File: config.mk
export PLATFORM = sky130hd
export DESIGN_NAME = crc8_frame_tx
export DESIGN_NICKNAME = d
export VERILOG_FILES = /design/src/rtl/crc8_frame_tx.sv
export SDC_FILE = /design/constraint.sdc
export NUM_CORES = 1
export LEC_CHECK = 0
export BUFFER_PORTS_ARGS = -buffer_cell sky130_fd_sc_hd__buf_2
export CORE_MARGIN = 4
export CORE_UTILIZATION = 45
export DETAILED_ROUTE_END_ITERATION = 6
export GPL_ROUTABILITY_DRIVEN = 0
export GPL_TIMING_DRIVEN = 0
export SKIP_LAST_GASP = 1
export SLEW_MARGIN = 20
export SYNTH_ARGS = -nofsm -noshare
export SYNTH_HDL_FRONTEND = slang
export SYNTH_SLANG_ARGS = --single-unit
File: constraint.sdc
create_clock -name clk -period 2.5 [get_ports clk]
set_clock_uncertainty 0.15 [all_clocks]
set_input_delay 0 -clock clk [delete_from_list [all_inputs] [get_ports clk]]
set_output_delay 0 -clock clk [all_outputs]
set_load 0.02 [all_outputs]
File: src/rtl/crc8_frame_tx.sv
//==============================================================================
// Module   : crc8_frame_tx
// Brief    : Transmit framer upstream of crc8. Buffers one payload frame and
//            emits SOF, LEN, payload, CRC on a valid/ready byte stream.
//            Optional statistics counters enabled by macro FRAMER_STATS_EN.
// Revision : 1.0 - initial release
//==============================================================================
`timescale 1ns/1ps
`default_nettype none

module crc8_frame_tx #(
    parameter int          MAX_LEN  = 16,
    parameter logic [7:0]  SOF_BYTE = 8'hA5
) (
    input  logic        clk,
    input  logic        reset,
    input  logic [7:0]  in_data,
    input  logic        in_valid,
    input  logic        in_last,
    output logic        in_ready,
    output logic [7:0]  out_data,
    output logic        out_valid,
    output logic        out_last,
    input  logic        out_ready,
    output logic [7:0]  crc_data,
    output logic        crc_valid,
    output logic        crc_init,
    input  logic [7:0]  crc_value,
`ifdef FRAMER_STATS_EN
    output logic [15:0] frame_cnt,
    output logic [7:0]  drop_cnt,
`endif
    output logic        err_overflow
);

    localparam int c_cnt_w  = $clog2(MAX_LEN + 1);
    localparam int c_addr_w = (MAX_LEN > 1) ? $clog2(MAX_LEN) : 1;
    localparam logic [c_cnt_w-1:0] c_max = c_cnt_w'(MAX_LEN);
    localparam logic [c_cnt_w-1:0] c_one = c_cnt_w'(1);

    typedef enum logic [2:0] {
        ST_INIT      = 3'd0,
        ST_COLLECT   = 3'd1,
        ST_DROP      = 3'd2,
        ST_SEND_SOF  = 3'd3,
        ST_SEND_LEN  = 3'd4,
        ST_SEND_DATA = 3'd5,
        ST_SEND_CRC  = 3'd6
    } state_t;

    state_t               r_state;
    state_t               w_state_nxt;
    logic [c_cnt_w-1:0]   r_count;
    logic [c_cnt_w-1:0]   r_rd;
    logic                 r_in_ready;
    logic                 r_out_valid;
    logic                 r_out_last;
    logic                 r_crc_init;
    logic                 r_err_overflow;
    logic [7:0]           r_buf [0:MAX_LEN-1];

    logic                 w_accept;
    logic                 w_room;
    logic                 w_store;
    logic                 w_ovf;
    logic                 w_out_fire;
    logic                 w_data_end;
    logic [7:0]           w_len_byte;
    logic [7:0]           w_out_data;

    assign w_accept   = in_valid & r_in_ready;
    assign w_room     = (r_count < c_max);
    assign w_store    = w_accept & (r_state == ST_COLLECT) & w_room;
    assign w_ovf      = w_accept & (r_state == ST_COLLECT) & ~w_room;
    assign w_out_fire = r_out_valid & out_ready;
    assign w_data_end = ((r_rd + c_one) == r_count);
    assign w_len_byte = 8'(r_count);

    always_comb begin
        w_state_nxt = r_state;
        case (r_state)
            ST_INIT:      w_state_nxt = ST_COLLECT;
            ST_COLLECT: begin
                if (w_accept) begin
                    if (!w_room)
                        w_state_nxt = in_last ? ST_INIT : ST_DROP;
                    else if (in_last)
                        w_state_nxt = ST_SEND_SOF;
                end
            end
            ST_DROP:      if (w_accept && in_last) w_state_nxt = ST_INIT;
            ST_SEND_SOF:  if (w_out_fire) w_state_nxt = ST_SEND_LEN;
            ST_SEND_LEN:  if (w_out_fire) w_state_nxt = ST_SEND_DATA;
            ST_SEND_DATA: if (w_out_fire && w_data_end) w_state_nxt = ST_SEND_CRC;
            ST_SEND_CRC:  if (w_out_fire) w_state_nxt = ST_INIT;
            default:      w_state_nxt = ST_INIT;
        endcase
    end

    // Handshake flags are decoded from the next state so they leave the register directly.
    always_ff @(posedge clk or posedge reset) begin
        if (reset) begin
            r_state        <= ST_INIT;
            r_count        <= '0;
            r_rd           <= '0;
            r_in_ready     <= 1'b0;
            r_out_valid    <= 1'b0;
            r_out_last     <= 1'b0;
            r_crc_init     <= 1'b1;
            r_err_overflow <= 1'b0;
        end else begin
            r_state        <= w_state_nxt;
            r_in_ready     <= (w_state_nxt == ST_COLLECT) || (w_state_nxt == ST_DROP);
            r_out_valid    <= (w_state_nxt == ST_SEND_SOF) || (w_state_nxt == ST_SEND_LEN) ||
                              (w_state_nxt == ST_SEND_DATA) || (w_state_nxt == ST_SEND_CRC);
            r_out_last     <= (w_state_nxt == ST_SEND_CRC);
            r_crc_init     <= (w_state_nxt == ST_INIT);
            r_err_overflow <= w_ovf;

            if (r_state == ST_INIT)
                r_count <= '0;
            else if (w_store)
                r_count <= r_count + c_one;

            if (r_state == ST_INIT)
                r_rd <= '0;
            else if ((r_state == ST_SEND_DATA) && w_out_fire && !w_data_end)
                r_rd <= r_rd + c_one;
        end
    end

    always_ff @(posedge clk) begin
        if (w_store)
            r_buf[r_count[c_addr_w-1:0]] <= in_data;
    end

    // crc_value has settled by SEND_SOF and stays put, so it is forwarded unregistered.
    always_comb begin
        w_out_data = 8'h00;
        case (r_state)
            ST_SEND_SOF:  w_out_data = SOF_BYTE;
            ST_SEND_LEN:  w_out_data = w_len_byte;
            ST_SEND_DATA: w_out_data = r_buf[r_rd[c_addr_w-1:0]];
            ST_SEND_CRC:  w_out_data = crc_value;
            default:      w_out_data = 8'h00;
        endcase
    end

    assign in_ready     = r_in_ready;
    assign out_data     = w_out_data;
    assign out_valid    = r_out_valid;
    assign out_last     = r_out_last;
    assign crc_data     = in_data;
    assign crc_valid    = w_store;
    assign crc_init     = r_crc_init;
    assign err_overflow = r_err_overflow;

`ifdef FRAMER_STATS_EN
    logic [15:0] r_frame_cnt;
    logic [7:0]  r_drop_cnt;

    always_ff @(posedge clk or posedge reset) begin
        if (reset) begin
            r_frame_cnt <= 16'h0000;
            r_drop_cnt  <= 8'h00;
        end else begin
            if ((r_state == ST_SEND_CRC) && w_out_fire)
                r_frame_cnt <= r_frame_cnt + 16'h0001;
            if (r_err_overflow && (r_drop_cnt != 8'hFF))
                r_drop_cnt <= r_drop_cnt + 8'h01;
        end
    end

    assign frame_cnt = r_frame_cnt;
    assign drop_cnt  = r_drop_cnt;
`endif

endmodule

`default_nettype wire

==> results.ini <==
[run_status]
status=finished with violations
violations=setup timing

[setup_path]
critical_path.cell_chain=buf_8, buf_12, buf_12, buf_12, mux4_2, a22oi_2, a21o_1, o21ai_1, buf_4
slowest_stage=mux4_2
rrSetupSlack_ns=0.15
worstReg2RegStart=r_state[0]$_DFF_PP0_
critPathCaptureType=output pin
cp_max_fo=7
required_ns=2.35
path_delay_family=buffers and inverters
start_kind=register
r2r-end=r_buf[6][0]$_DFFE_PP_
r2r_cells=5
path_class=register to output pin
max_stage_delay_ns=0.50
crit_path_frequent_cell=buf_12
cp.buffers_inverters=5
cp_data_arrival_time_ns=2.40

[logic_synthesis]
synth-seq-cells=146
avgSynthCellArea_sq_um=17.4
ys_async_sr_fraction_pct=12.3
syn-num-nets=387
synthCells=361
ys_types=50
ys_seq_area_share_pct=68.6
synth_edf_count=128
yosysWarnings=0
netlist_area_sq_um=6260
ys_dominant_reg_cell=edfxtp_1

[route]
met1_length_mm=6.35
dr_total_vias=3555
vias_per_cell=5.55
wl_per_cell_um=21.9
drtIter0Drc=358
wl_met3_um=758
firstDrtPassIters=5
wl_met2_mm=6.70
routed_wl_mm=14.0
ant_nets=0
drc=0
top_layer_used=met4

[grt]
grt_pass1_vias=3580
gr-total-overflow=0
grt_use_total_pct=18.4
grt_pass1_wl_mm=21.6
grt_antenna_before_repair=0
grt_max_degree=19

[layout]
final_nets=478
layoutNonFillerInstCount=641
final_common_cell=edfxtp_1
fillCellCount=1040
area_delta_synth_final_pct=25.1
diodes=0
drive_gt1_share_pct=39.6
post-route-util_pct=58.2
final_cell_mix=128 x edfxtp_1, 41 x buf_2, 31 x mux4_2

[floorplan]
rows=42
core-area_sq_um=13500
die_h_um=126
dieArea_sq_um=15900
io_pins=43
start_util_pct=46.6
die_width_um=126

[flow_run]
drv_cap=0

[power]
power_switching_w=0.00211
vdd_ir_drop_max_uv=639
sequentialPowerShare_pct=37.6
finalPower_w=0.00761
clock_power_share_pct=34.6
p_per_area_nw_per_um2=972
p_leak_nw=2.72
comb_power_share_pct=27.8
power.internal_w=0.00550
p_sw_share_pct=27.8

[placement]
io_buffers=42
dpl.hpwl_mm=8.95
place_inst=581

[sta]
max_freq_ghz=0.392
drv_slew=0
layout_setup_ws_ns=-0.0484
whs_ns=0.114
hold_viol=0
relSlewSlack_pct=39.8
worst_slew_pin_slew_ns=0.896
grt_setup_unrepaired=yes
finalSetupViolCount=5
min_period_ns=2.55
finalCritPeriodShare_pct=102

[clock_tree]
clk_latency_ns=0.42
cts.path.max_buffers=2
path_clk_slew_ns=0.06
htreeDepth=4
cts.sinks=146
cts_tree=done
cts_root_buf=clkbuf_16
cts_made_buffers=17

[min_path]
hold_class=input port to async pin

registers in the layout (all words and copies together), names as in the netlist:
signal,flops
r_buf,128
r_count,5
r_rd,5
r_state,3
crc_init,1
err_overflow,1
in_ready,1
out_last,1
out_valid,1
worst min-delay path, cell delays in order:
cell and delay [ns]:
dlygate4sd3_1 0.53, buf_2 0.12, inv_1 0.55
per-layer routing:
metal	GRT usage [%]	up-vias
li1	-	1606
met1	26.8	1823
met2	28.0	107
met3	3.60	19
met4	6.12	0
met5	0	-
per-stage QoR:
stage               setup TNS (ns)  setup WS (ns)  cell area [sq um]
floorplan                        0        0.00117               6270
global placement            -23.86         -0.532               6700
detailed placement          -14.53         -0.269               6730
CTS                          -6.03         -0.192               7640
global route                -0.773         -0.136               7830
finish                      -0.103        -0.0484               7830
Yosys cell counts, types with 6 or more instances:
| cell type | instances | area [sq um] |
|---|---|---|
| nand3_1 | 8 | 40.0 |
| nand2_1 | 17 | 63.8 |
| a22oi_1 | 8 | 60.1 |
| o21ai_0 | 12 | 60.1 |
| dfrtp_1 | 17 | 425 |
| edfxtp_1 | 128 | 3840 |
| mux4_2 | 23 | 518 |
| buf_4 | 12 | 90.1 |
| mux2i_1 | 8 | 80.1 |
| nor2_1 | 21 | 78.8 |
| inv_1 | 8 | 30.0 |
| mux4_1 | 9 | 236 |
| nor3_1 | 6 | 30.0 |
final cells by class:
| cell class | instances | area (sq um) | share of cell area (%) |
|---|---|---|---|
| Buffer | 25 | 206 | 2.64 |
| Clock buffer | 18 | 429 | 5.48 |
| Clock inverter | 14 | 188 | 2.40 |
| Inverter | 8 | 30.0 | 0.383 |
| Multi-Input combinational cell | 182 | 1890 | 24.1 |
| Sequential cell | 146 | 4300 | 54.8 |
| Tap cell | 176 | 220 | 2.81 |
| Timing Repair Buffer | 72 | 573 | 7.32 |
cells by family (layout without fill, tap and decap cells):
| logic type | Yosys count | after routing | synth area share [%] |
|---|---|---|---|
| simple gates | 73 | 73 | 5.91 |
| mux | 43 | 43 | 13.9 |
| compound gates | 50 | 50 | 5.71 |
| xor+xnor | 11 | 11 | 1.76 |
| flops | 146 | 146 | 68.6 |
| fa+ha+maj | 5 | 5 | 0.999 |
| buf+inv | 33 | 137 | 3.18 |
worst max path at each step:
stage	cells after the start	startpoint	end
detailed placement	4	r_count[4]$_DFFE_PP0P_	r_buf[15][3]$_DFFE_PP_
global placement	4	r_state[0]$_DFF_PP0_	r_buf[0][4]$_DFFE_PP_
global route	6	r_rd[3]$_DFFE_PP0P_	out_data[5]
CTS	4	r_state[0]$_DFF_PP0_	r_buf[14][5]$_DFFE_PP_
finish	9	r_rd[0]$_DFFE_PP0P_	out_data[4]
floorplan	4	in_ready$_DFF_PP0_	r_buf[0][0]$_DFFE_PP_
power by group through the flow:
stage	Sequential [W]	Combinational, W	Clock (W)
floorplan	0.00292	0.00118	0
global placement	0.00291	0.00165	0
detailed placement	0.00291	0.00167	0
CTS	0.00286	0.00195	0.00266
global route	0.00288	0.00229	0.00278
finish	0.00286	0.00211	0.00263
timing repair:
item / 4_1_cts / 5_1_grt
cloned: 0 / 1
pin swaps: 8 / 12
setup buffers: 7 / 8
endpoints found under the setup margin: 121 / 120
hold buffers: 12 / 0
endpoints found under the hold margin: 153 / 0
gates resized for setup: 46 / 23
No activity file was read; power rests on OpenSTA's default activity.
